[src/rtl/key_pkg.sv]
// Shared types and default timing constants for the DE2 push-button conditioner.
package key_pkg;

  localparam int unsigned CLK_HZ              = 50_000_000;
  localparam int unsigned DEF_DEBOUNCE_CYCLES = CLK_HZ / 50;   // 20 ms
  localparam int unsigned DEF_REPEAT_DELAY    = CLK_HZ / 2;    // 500 ms
  localparam int unsigned DEF_REPEAT_PERIOD   = CLK_HZ / 10;   // 100 ms

  typedef enum logic [1:0] {
    ST_IDLE   = 2'd0,
    ST_HOLD   = 2'd1,
    ST_REPEAT = 2'd2
  } key_state_e;

  function automatic int unsigned max_u(input int unsigned a, input int unsigned b);
    return (a > b) ? a : b;
  endfunction

endpackage

[src/rtl/key_debounce_chan.sv]
// One button: two-flop synchronizer, debounce counter, edge pulses and hold-to-repeat FSM.
module key_debounce_chan
  import key_pkg::*;
#(
  parameter int unsigned DEBOUNCE_CYCLES = DEF_DEBOUNCE_CYCLES,
  parameter int unsigned REPEAT_DELAY    = DEF_REPEAT_DELAY,
  parameter int unsigned REPEAT_PERIOD   = DEF_REPEAT_PERIOD
) (
  input  logic clk_i,
  input  logic rst_ni,
  input  logic key_n_i,
  output logic level_o,
  output logic press_o,
  output logic release_o,
  output logic step_o
);

  localparam int unsigned DB_W  = $clog2(DEBOUNCE_CYCLES + 1);
  localparam int unsigned TMR_W = $clog2(max_u(REPEAT_DELAY, REPEAT_PERIOD) + 1);
  localparam logic [DB_W-1:0]  DB_TERM     = DB_W'(DEBOUNCE_CYCLES);
  localparam logic [TMR_W-1:0] DELAY_TERM  = TMR_W'(REPEAT_DELAY - 1);
  localparam logic [TMR_W-1:0] PERIOD_TERM = TMR_W'(REPEAT_PERIOD - 1);

  logic             sync1_q, sync2_q;
  logic             stable_q, stable_d;
  logic [DB_W-1:0]  db_cnt_q, db_cnt_d;
  logic             accept_s, press_s, release_s;
  key_state_e       state_q, state_d;
  logic [TMR_W-1:0] tmr_q, tmr_d;
  logic             step_d;
  logic             level_q, press_q, release_q, step_q;

  always_ff @(posedge clk_i or negedge rst_ni) begin
    if (!rst_ni) begin
      sync1_q <= 1'b1;
      sync2_q <= 1'b1;
    end else begin
      sync1_q <= key_n_i;
      sync2_q <= sync1_q;
    end
  end

  // The counter reaching DB_TERM means the next mismatch cycle is the accepting one.
  always_comb begin
    stable_d = stable_q;
    db_cnt_d = db_cnt_q;
    accept_s = 1'b0;
    if (sync2_q != stable_q) begin
      if (db_cnt_q == DB_TERM) begin
        stable_d = sync2_q;
        db_cnt_d = '0;
        accept_s = 1'b1;
      end else begin
        db_cnt_d = db_cnt_q + DB_W'(1);
      end
    end else begin
      db_cnt_d = '0;
    end
  end

  assign press_s   = accept_s & ~sync2_q;
  assign release_s = accept_s &  sync2_q;

  always_ff @(posedge clk_i or negedge rst_ni) begin
    if (!rst_ni) begin
      stable_q <= 1'b1;
      db_cnt_q <= '0;
      state_q  <= ST_IDLE;
      tmr_q    <= '0;
    end else begin
      stable_q <= stable_d;
      db_cnt_q <= db_cnt_d;
      state_q  <= state_d;
      tmr_q    <= tmr_d;
    end
  end

  always_comb begin
    state_d = state_q;
    tmr_d   = tmr_q;
    if (release_s) begin
      state_d = ST_IDLE;
      tmr_d   = '0;
    end else begin
      case (state_q)
        ST_IDLE: begin
          tmr_d = '0;
          if (press_s) begin
            state_d = ST_HOLD;
          end else begin
            state_d = ST_IDLE;
          end
        end
        ST_HOLD: begin
          if (tmr_q == DELAY_TERM) begin
            state_d = ST_REPEAT;
            tmr_d   = '0;
          end else begin
            tmr_d = tmr_q + TMR_W'(1);
          end
        end
        ST_REPEAT: begin
          if (tmr_q == PERIOD_TERM) begin
            tmr_d = '0;
          end else begin
            tmr_d = tmr_q + TMR_W'(1);
          end
        end
        default: begin
          state_d = ST_IDLE;
          tmr_d   = '0;
        end
      endcase
    end
  end

  always_comb begin
    step_d = 1'b0;
    if (!release_s) begin
      case (state_q)
        ST_IDLE:   step_d = press_s;
        ST_HOLD:   step_d = (tmr_q == DELAY_TERM);
        ST_REPEAT: step_d = (tmr_q == PERIOD_TERM);
        default:   step_d = 1'b0;
      endcase
    end else begin
      step_d = 1'b0;
    end
  end

  always_ff @(posedge clk_i or negedge rst_ni) begin
    if (!rst_ni) begin
      level_q   <= 1'b0;
      press_q   <= 1'b0;
      release_q <= 1'b0;
      step_q    <= 1'b0;
    end else begin
      level_q   <= ~stable_d;
      press_q   <= press_s;
      release_q <= release_s;
      step_q    <= step_d;
    end
  end

  assign level_o   = level_q;
  assign press_o   = press_q;
  assign release_o = release_q;
  assign step_o    = step_q;

endmodule

[src/rtl/key_debounce.sv]
// Debounces NUM_KEYS active-low DE2 buttons into level, press, release and step pulses.
module key_debounce
  import key_pkg::*;
#(
  parameter int unsigned NUM_KEYS        = 4,
  parameter int unsigned DEBOUNCE_CYCLES = DEF_DEBOUNCE_CYCLES,
  parameter int unsigned REPEAT_DELAY    = DEF_REPEAT_DELAY,
  parameter int unsigned REPEAT_PERIOD   = DEF_REPEAT_PERIOD
) (
  input  logic                CLOCK_50,
  input  logic                rst_n,
  input  logic [NUM_KEYS-1:0] key_n,
  output logic [NUM_KEYS-1:0] key_level,
  output logic [NUM_KEYS-1:0] key_press,
  output logic [NUM_KEYS-1:0] key_release,
  output logic [NUM_KEYS-1:0] key_step
);

  for (genvar k = 0; k < NUM_KEYS; k++) begin : g_chan
    key_debounce_chan #(
      .DEBOUNCE_CYCLES(DEBOUNCE_CYCLES),
      .REPEAT_DELAY   (REPEAT_DELAY),
      .REPEAT_PERIOD  (REPEAT_PERIOD)
    ) u_chan (
      .clk_i    (CLOCK_50),
      .rst_ni   (rst_n),
      .key_n_i  (key_n[k]),
      .level_o  (key_level[k]),
      .press_o  (key_press[k]),
      .release_o(key_release[k]),
      .step_o   (key_step[k])
    );
  end

endmodule

[config.mk]
export PLATFORM = sky130hd
export DESIGN_NAME = key_debounce
export DESIGN_NICKNAME = d
export VERILOG_FILES = /design/src/rtl/key_pkg.sv /design/src/rtl/key_debounce_chan.sv /design/src/rtl/key_debounce.sv
export SDC_FILE = /design/constraint.sdc
export NUM_CORES = 1
export LEC_CHECK = 0
export ABC_AREA = 1
export CORE_ASPECT_RATIO = 0.6
export CORE_MARGIN = 2
export CORE_UTILIZATION = 45
export DETAILED_ROUTE_END_ITERATION = 10
export GPL_ROUTABILITY_DRIVEN = 0
export SLEW_MARGIN = 0
export SYNTH_ARGS = -nofsm -noshare
export SYNTH_HDL_FRONTEND = slang
export SYNTH_SLANG_ARGS = --single-unit
[constraint.sdc]
create_clock -name CLOCK_50 -period 1.8 [get_ports CLOCK_50]
set_input_delay 0.54 -clock CLOCK_50 [delete_from_list [all_inputs] [get_ports CLOCK_50]]
set_output_delay 0.54 -clock CLOCK_50 [all_outputs]
set_load 0.01 [all_outputs]
==> impl_metrics.toml, run 1 <==
[setup_path]
endpoint_kind = "flop"
crit_required_ns = 2.20
cp_max_fo = 7
criticalPathCategory = "reg -> reg"
critPathArrivalTime_ns = 2.16
crit_path_start_kind = "flop"

[clock_network]
clkLatencyLatePin_ns = 0.52
cts_inserted_buffers = 23
cts_tree = "yes"
cts_sinks = 216
clk_pin_slew_ns = 0.07
cts_max_path_buffers = 3
htreeDepth = 1
cts_root_buf = "clkbuf_16"

[power]
p_leak_nw = 6.30
report.power.total_mw = 10.1
p_per_area_nw_per_um2 = 705
max-vdd-ir-drop_uv = 777

[floorplan]
pin_count = 22
coreArea_sq_um = 26400
dieWidth_microns = 216
start_util_pct = 45.7
die_h_microns = 131
die-area_sq_um = 28200
placementRows = 46

[global_routing]
antenna_found_initial = 0
grt_pass1_wl_microns = 45200
grt_pass1_vias = 9193
grt.total_usage_pct = 19.2
grt_max_degree = 61
grt_overflow = 0

[routing]
wl_per_cell_microns = 13.2
vias = 10100
dr.first_iter.drc_count = 856
route.antenna.remaining_nets = 0
dr.pass1.iters = 5
via_per_inst = 4.90
drcViolationCount = 0
routed_wl_microns = 27200

[synth]
syn_nets = 1639
syn_area_sq_um = 12100
synth_edf_count = 0
ys_ff_latch = 216
synth_ff_type = "dfrtp_1"
ys_seq_area_share_pct = 44.9
yosys_warnings = 0
ys_async_sr_fraction_pct = 100
postSynthAreaPerCell_sq_um = 7.53
synth.distinct_cells = 35
postSynthCellCount = 1605

[layout]
nFillCells = 2441
layout-drive-gt1-share_pct = 12.1
diodes = 0
fin_cells = 2056
fin_nets = 1714
area_growth_pct = 18.1

[timing]
finalCritPeriodShare_pct = 97.6
fin_crit_ns = 1.76
hold_viol = 0
fin_ws_ns = 0.0436
relSlewSlack_pct = 78.5
tightest_slew_ns = 0.321
setup_violations = 0
rsz0062_at_grt = "true"
clock_skew_ns = 0.0171
slew_viol_final = 0
tns_ns = 0
fmax_ghz = 0.569

[worst_hold_path]
hp-class = "reg -> reg"

[placement]
portBuffers = 21
dp.cells = 1993
hpwl_microns = 19200
pre_cts_slack_ns = -0.0151

[outcome]
status = "finished clean"

[run]
cap_violations = 0
## synthesized netlist by cell type, types with 2 or more instances
| master | number | area [sq um] |
|---|---|---|
| nor3_1 | 49 | 245 |
| buf_2 | 4 | 20.0 |
| xor2_1 | 73 | 639 |
| dfstp_2 | 12 | 315 |
| dfrtp_1 | 204 | 5100 |
| a21oi_1 | 25 | 125 |
| nand4_1 | 32 | 200 |
| nand3b_1 | 2 | 15.0 |
| nor2_1 | 391 | 1470 |
| nor3b_1 | 7 | 52.6 |
| xnor2_1 | 26 | 228 |
| nor4_1 | 2 | 12.5 |
| ha_1 | 28 | 350 |
| nand2_1 | 303 | 1140 |
| buf_4 | 18 | 135 |
| o21bai_1 | 3 | 22.5 |
| nor2_2 | 14 | 87.6 |
| nand3_2 | 4 | 40.0 |
| inv_2 | 3 | 11.3 |
| buf_6 | 6 | 67.6 |
| nand2_2 | 5 | 31.3 |
| inv_1 | 224 | 841 |
| nand3_1 | 110 | 551 |
| nor3_2 | 6 | 60.1 |
| a31oi_1 | 6 | 37.5 |
| o21ai_0 | 39 | 195 |
## kinds of logic (layout without fill, tap and decap cells)
group	after synthesis	in the layout	share of synthesized area, %
flops	216	216	44.9
fa+ha+maj	28	28	2.90
xor+xnor	99	99	7.18
compound gates	78	78	3.44
simple gates	929	932	32.7
buf+inv	255	343	8.90
## repair_timing
action | CTS | global route
endpoints found under the hold margin | 18 | 0
resized for setup | 19 | 92
endpoints found under the setup margin | 38 | 146
gates cloned | 0 | 6
hold buffers | 1 | 0
pin swaps | 1 | 32
buffers inserted | 0 | 15
## layout make-up
type	count	area [sq um]	area share (%)
Clock inverter	11	124	0.868
Timing Repair Buffer	75	769	5.39
Inverter	227	855	5.99
Sequential cell	216	5420	38.0
Multi-Input combinational cell	1137	5990	42.0
Tap cell	360	450	3.16
Clock buffer	30	652	4.57
## layout by cell type (no fill, tap or decap), drive strengths merged, types with 26 or more instances in the layout
cell	count
xor2	73
xnor2	26
buf	51
nor3	56
ha	28
clkbuf	33
nand3	114
o21ai	40
nand4	32
dfrtp	204
nor2	406
inv	228
nand2	308
## layer usage
layer	vias up	track usage (%)	part of all wire [%]
li1	5140	-	-
met1	4672	31.4	55
met2	228	26.2	38
met3	33	3.01	4.9
met4	0	3.73	1.6
met5	-	0	0
## registers in the layout (all words and copies together), names as in the netlist
register / flops
g_chan.u_chan.level_o: 4
g_chan.u_chan.sync2_q: 4
g_chan.u_chan.db_cnt_q: 80
g_chan.u_chan.tmr_q: 100
g_chan.u_chan.step_o: 4
g_chan.u_chan.state_q: 8
g_chan.u_chan.stable_q: 4
g_chan.u_chan.release_o: 4
g_chan.u_chan.press_o: 4
g_chan.u_chan.sync1_q: 4
## critical path: stages (launching register included)
cell and delay [ns]:
dfrtp_1 0.42, inv_1 0.10, nand2_1 0.05, nor2_1 0.18
nand3_1 0.16, nor2_4 0.14, nand2_2 0.07, nand2_4 0.14
nand2_8 0.10, nand3b_4 0.20, nor2_1 0.06
## worst paths after layout
| kind | startpoint | depth (start not counted) | slack, ns | to |
|---|---|---|---|---|
| max | g_chan[3].u_chan.tmr_q[15]$_DFF_PN0_ | 10 | 0.04 | g_chan[3].u_chan.tmr_q[14]$_DFF_PN0_ |
| min | g_chan[2].u_chan.sync1_q$_DFF_PN1_ | 0 | 0.35 | g_chan[2].u_chan.sync2_q$_DFF_PN1_ |
| max reg2reg | g_chan[3].u_chan.tmr_q[15]$_DFF_PN0_ | 10 | 0.04 | g_chan[3].u_chan.tmr_q[14]$_DFF_PN0_ |
| min reg2reg | g_chan[2].u_chan.sync1_q$_DFF_PN1_ | 0 | 0.35 | g_chan[2].u_chan.sync2_q$_DFF_PN1_ |
| max in group asynchronous | rst_n | 3 | 0.70 | g_chan[1].u_chan.sync1_q$_DFF_PN1_ |
| min in group asynchronous | rst_n | 2 | 0.46 | g_chan[3].u_chan.db_cnt_q[15]$_DFF_PN0_ |
## stage by stage
stage / area [sq um] / hold slack [ns] / utilization, %
4_1_cts: 13700 / 0.350 / 51.8
3_5_place_dp: 12900 / 0.347 / 48.8
2_1_floorplan: 12100 / 0.244 / -
6_report: 14300 / 0.348 / 54.0
3_3_place_gp: 12900 / 0.348 / 48.8
5_1_grt: 14300 / 0.357 / 54.0
## power breakdown
part | internal (mW) | switching, mW | total (mW) | leakage [nW]
clock network | 2.85 | 1.99 | 4.85 | 0.375
registers | 4.89 | 0.0241 | 4.92 | 2.94
logic | 0.0973 | 0.204 | 0.301 | 2.99
No activity file was read; power rests on OpenSTA's default activity.
==> run 2: changes to the inputs <==
Settings changed: CAP_MARGIN set to 5.
==> results of run 2 <==
The final DEF is identical to that of run 1; final timing and power are the same.
==> run 3: changes to the inputs <==
Clock period 1.8 ns to 2.2 ns, I/O delays scaled along.
==> impl_metrics.toml, run 3 (synthesis gave the netlist of run 1 again) <==
[outcome]
status = "finished clean"

[power]
p_leak_nw = 5.92
seqPwrFrac_pct = 48.2
power_frac_comb_pct = 2.7
report.power.total_mw = 8.34
clkPwrFrac_pct = 49.0
p_sw_mw = 1.82
sw_frac_of_total_pct = 21.8
p_per_area_nw_per_um2 = 620
max-vdd-ir-drop_uv = 525
internal_power_mw = 6.53

[layout]
design_area_sq_um = 13500
layout_common_cells = "391 x nor2_1, 303 x nand2_1, 224 x inv_1"
nFillCells = 2577
diodes = 0
layout-drive-gt1-share_pct = 6.22
top_regs = "g_chan.u_chan.tmr_q: 100 flops, g_chan.u_chan.db_cnt_q: 80 flops, g_chan.u_chan.state_q: 8 flops"
fin_util_pct = 51.0
regMostFlops = "g_chan.u_chan.tmr_q"
final_common_cell = "nor2_1"
fin_nets = 1673
seq_area_sq_um = 5420
area_growth_pct = 11.5
multi_input_area_sq_um = 5590
largest_reg_flops = 100

[global_routing]
grt_max_degree = 60
grt_overflow = 0
grt_pass1_wl_microns = 44800
antenna_found_initial = 0
grt_pass1_vias = 8953
grt.total_usage_pct = 19.3

[timing]
tns_ns = 0
setup_violations = 0
fin_crit_ns = 2.10
tightest_slew_ns = 0.513
clock_skew_ns = 0.00797
slew_viol_final = 0
finalCritPeriodShare_pct = 95.3
hold_viol = 0
rsz0062_at_grt = "false"
relSlewSlack_pct = 65.5
fmax_ghz = 0.477

[floorplan]
die-area_sq_um = 28200
die_h_microns = 131
coreArea_sq_um = 26400
pin_count = 22
start_util_pct = 45.7
placementRows = 46
dieWidth_microns = 216

[setup_path]
max_stage_delay_ns = 0.55
path_cells = "clkdlybuf4s50_1"
endpoint_kind = "output pin"
criticalPathCategory = "reg -> out"
crit_required_ns = 1.54
r2r_setup_slack_ns = 0.25
crit-reg2reg-launch = "g_chan[2].u_chan.db_cnt_q[0]$_DFF_PN0_"
cp_max_fo = 1
critical_path.top_delay_family = "buffers and inverters"
crit_cells = 1
crit_end = "key_press[3]"
r2r_cells = 11
critPathArrivalTime_ns = 1.44
crit_path_start = "g_chan[3].u_chan.press_o$_DFF_PN0_"
path_buf_inv = 1
regToRegEndpoint = "g_chan[2].u_chan.db_cnt_q[18]$_DFF_PN0_"
crit_path_start_kind = "flop"
slowest_stage = "clkdlybuf4s50_1"

[worst_hold_path]
hp-class = "in -> async"

[routing]
vias = 9804
dr.pass1.iters = 5
drcViolationCount = 0
routed_wl_microns = 26100
wl_per_cell_microns = 12.9
dr.first_iter.drc_count = 776
route.antenna.remaining_nets = 0
via_per_inst = 4.87

[placement]
portBuffers = 21
hpwl_microns = 19400
placed_area_sq_um = 12700

[clock_network]
cts_root_buf = "clkbuf_16"
clk_pin_slew_ns = 0.06
ctsHoldBuffers = 0
htreeDepth = 1
clkLatencyLatePin_ns = 0.52
cts_max_path_buffers = 3
cts_resized = 1
cts_inserted_buffers = 23
post-cts-setup-buffers = 0
cts_tree = "yes"
cts_sinks = 216

[run]
cap_violations = 0
[run 3: cell types whose count changed in the layout (fill, tap and decap cells not counted), moves of 9 or more]
cell | before | now
buf_4 | 41 | 13
clkdlybuf4s50_1 | 4 | 19
dlygate4sd2_1 | 15 | 1
nand2_1 | 286 | 303
nand2_2 | 16 | 5
nand3_1 | 97 | 110
nand3_2 | 13 | 4
nor2_1 | 375 | 391
nor2_4 | 10 | 1
[run 3: per-layer routing]
layer	vias up	GRT usage [%]	part of all wire (%)
met5	-	0	0
met4	0	4.95	2.0
met3	39	3.31	5.4
met2	215	25.2	36
met1	4498	31.8	56
li1	5052	-	-
[run 3: stage by stage]
stage / std cells / hold WS (ns) / setup WS (ns)
after floorplan: 1605 / 0.345 / 0.596
after global placement: 1974 / 0.349 / 0.332
after detailed placement: 1974 / 0.351 / 0.296
after CTS: 2015 / 0.0826 / 0.0516
after global routing: 2015 / 0.105 / 0.0479
final: 2015 / 0.0841 / 0.103
[run 3: how the worst min path moves through the flow]
stage	cells after the start	to	from
finish	1	g_chan[3].u_chan.db_cnt_q[19]$_DFF_PN0_	rst_n
global placement	0	g_chan[0].u_chan.sync2_q$_DFF_PN1_	g_chan[0].u_chan.sync1_q$_DFF_PN1_
detailed placement	0	g_chan[3].u_chan.sync2_q$_DFF_PN1_	g_chan[3].u_chan.sync1_q$_DFF_PN1_
global route	1	g_chan[3].u_chan.db_cnt_q[18]$_DFF_PN0_	rst_n
floorplan	0	g_chan[0].u_chan.sync2_q$_DFF_PN1_	g_chan[0].u_chan.sync1_q$_DFF_PN1_
CTS	1	g_chan[3].u_chan.db_cnt_q[18]$_DFF_PN0_	rst_n
[run 3: area by class of cell]
class                   instances  share of cell area [%]
multi-input cells            1134                    41.5
clock inverters                13                    1.26
clock buffers                  28                    4.56
flip-flops and latches        216                    40.3
inverters                     227                    6.33
well taps                     360                    3.35
repair buffers                 37                    2.76
[run 3: power by group through the flow]
| stage | Combinational (mW) | Clock, mW | Sequential [mW] |
|---|---|---|---|
| floorplan | 0.0921 | 0 | 4.09 |
| global placement | 0.235 | 0 | 4.09 |
| detailed placement | 0.237 | 0 | 4.10 |
| CTS | 0.238 | 4.22 | 4.02 |
| global route | 0.269 | 4.40 | 4.02 |
| finish | 0.229 | 4.09 | 4.02 |
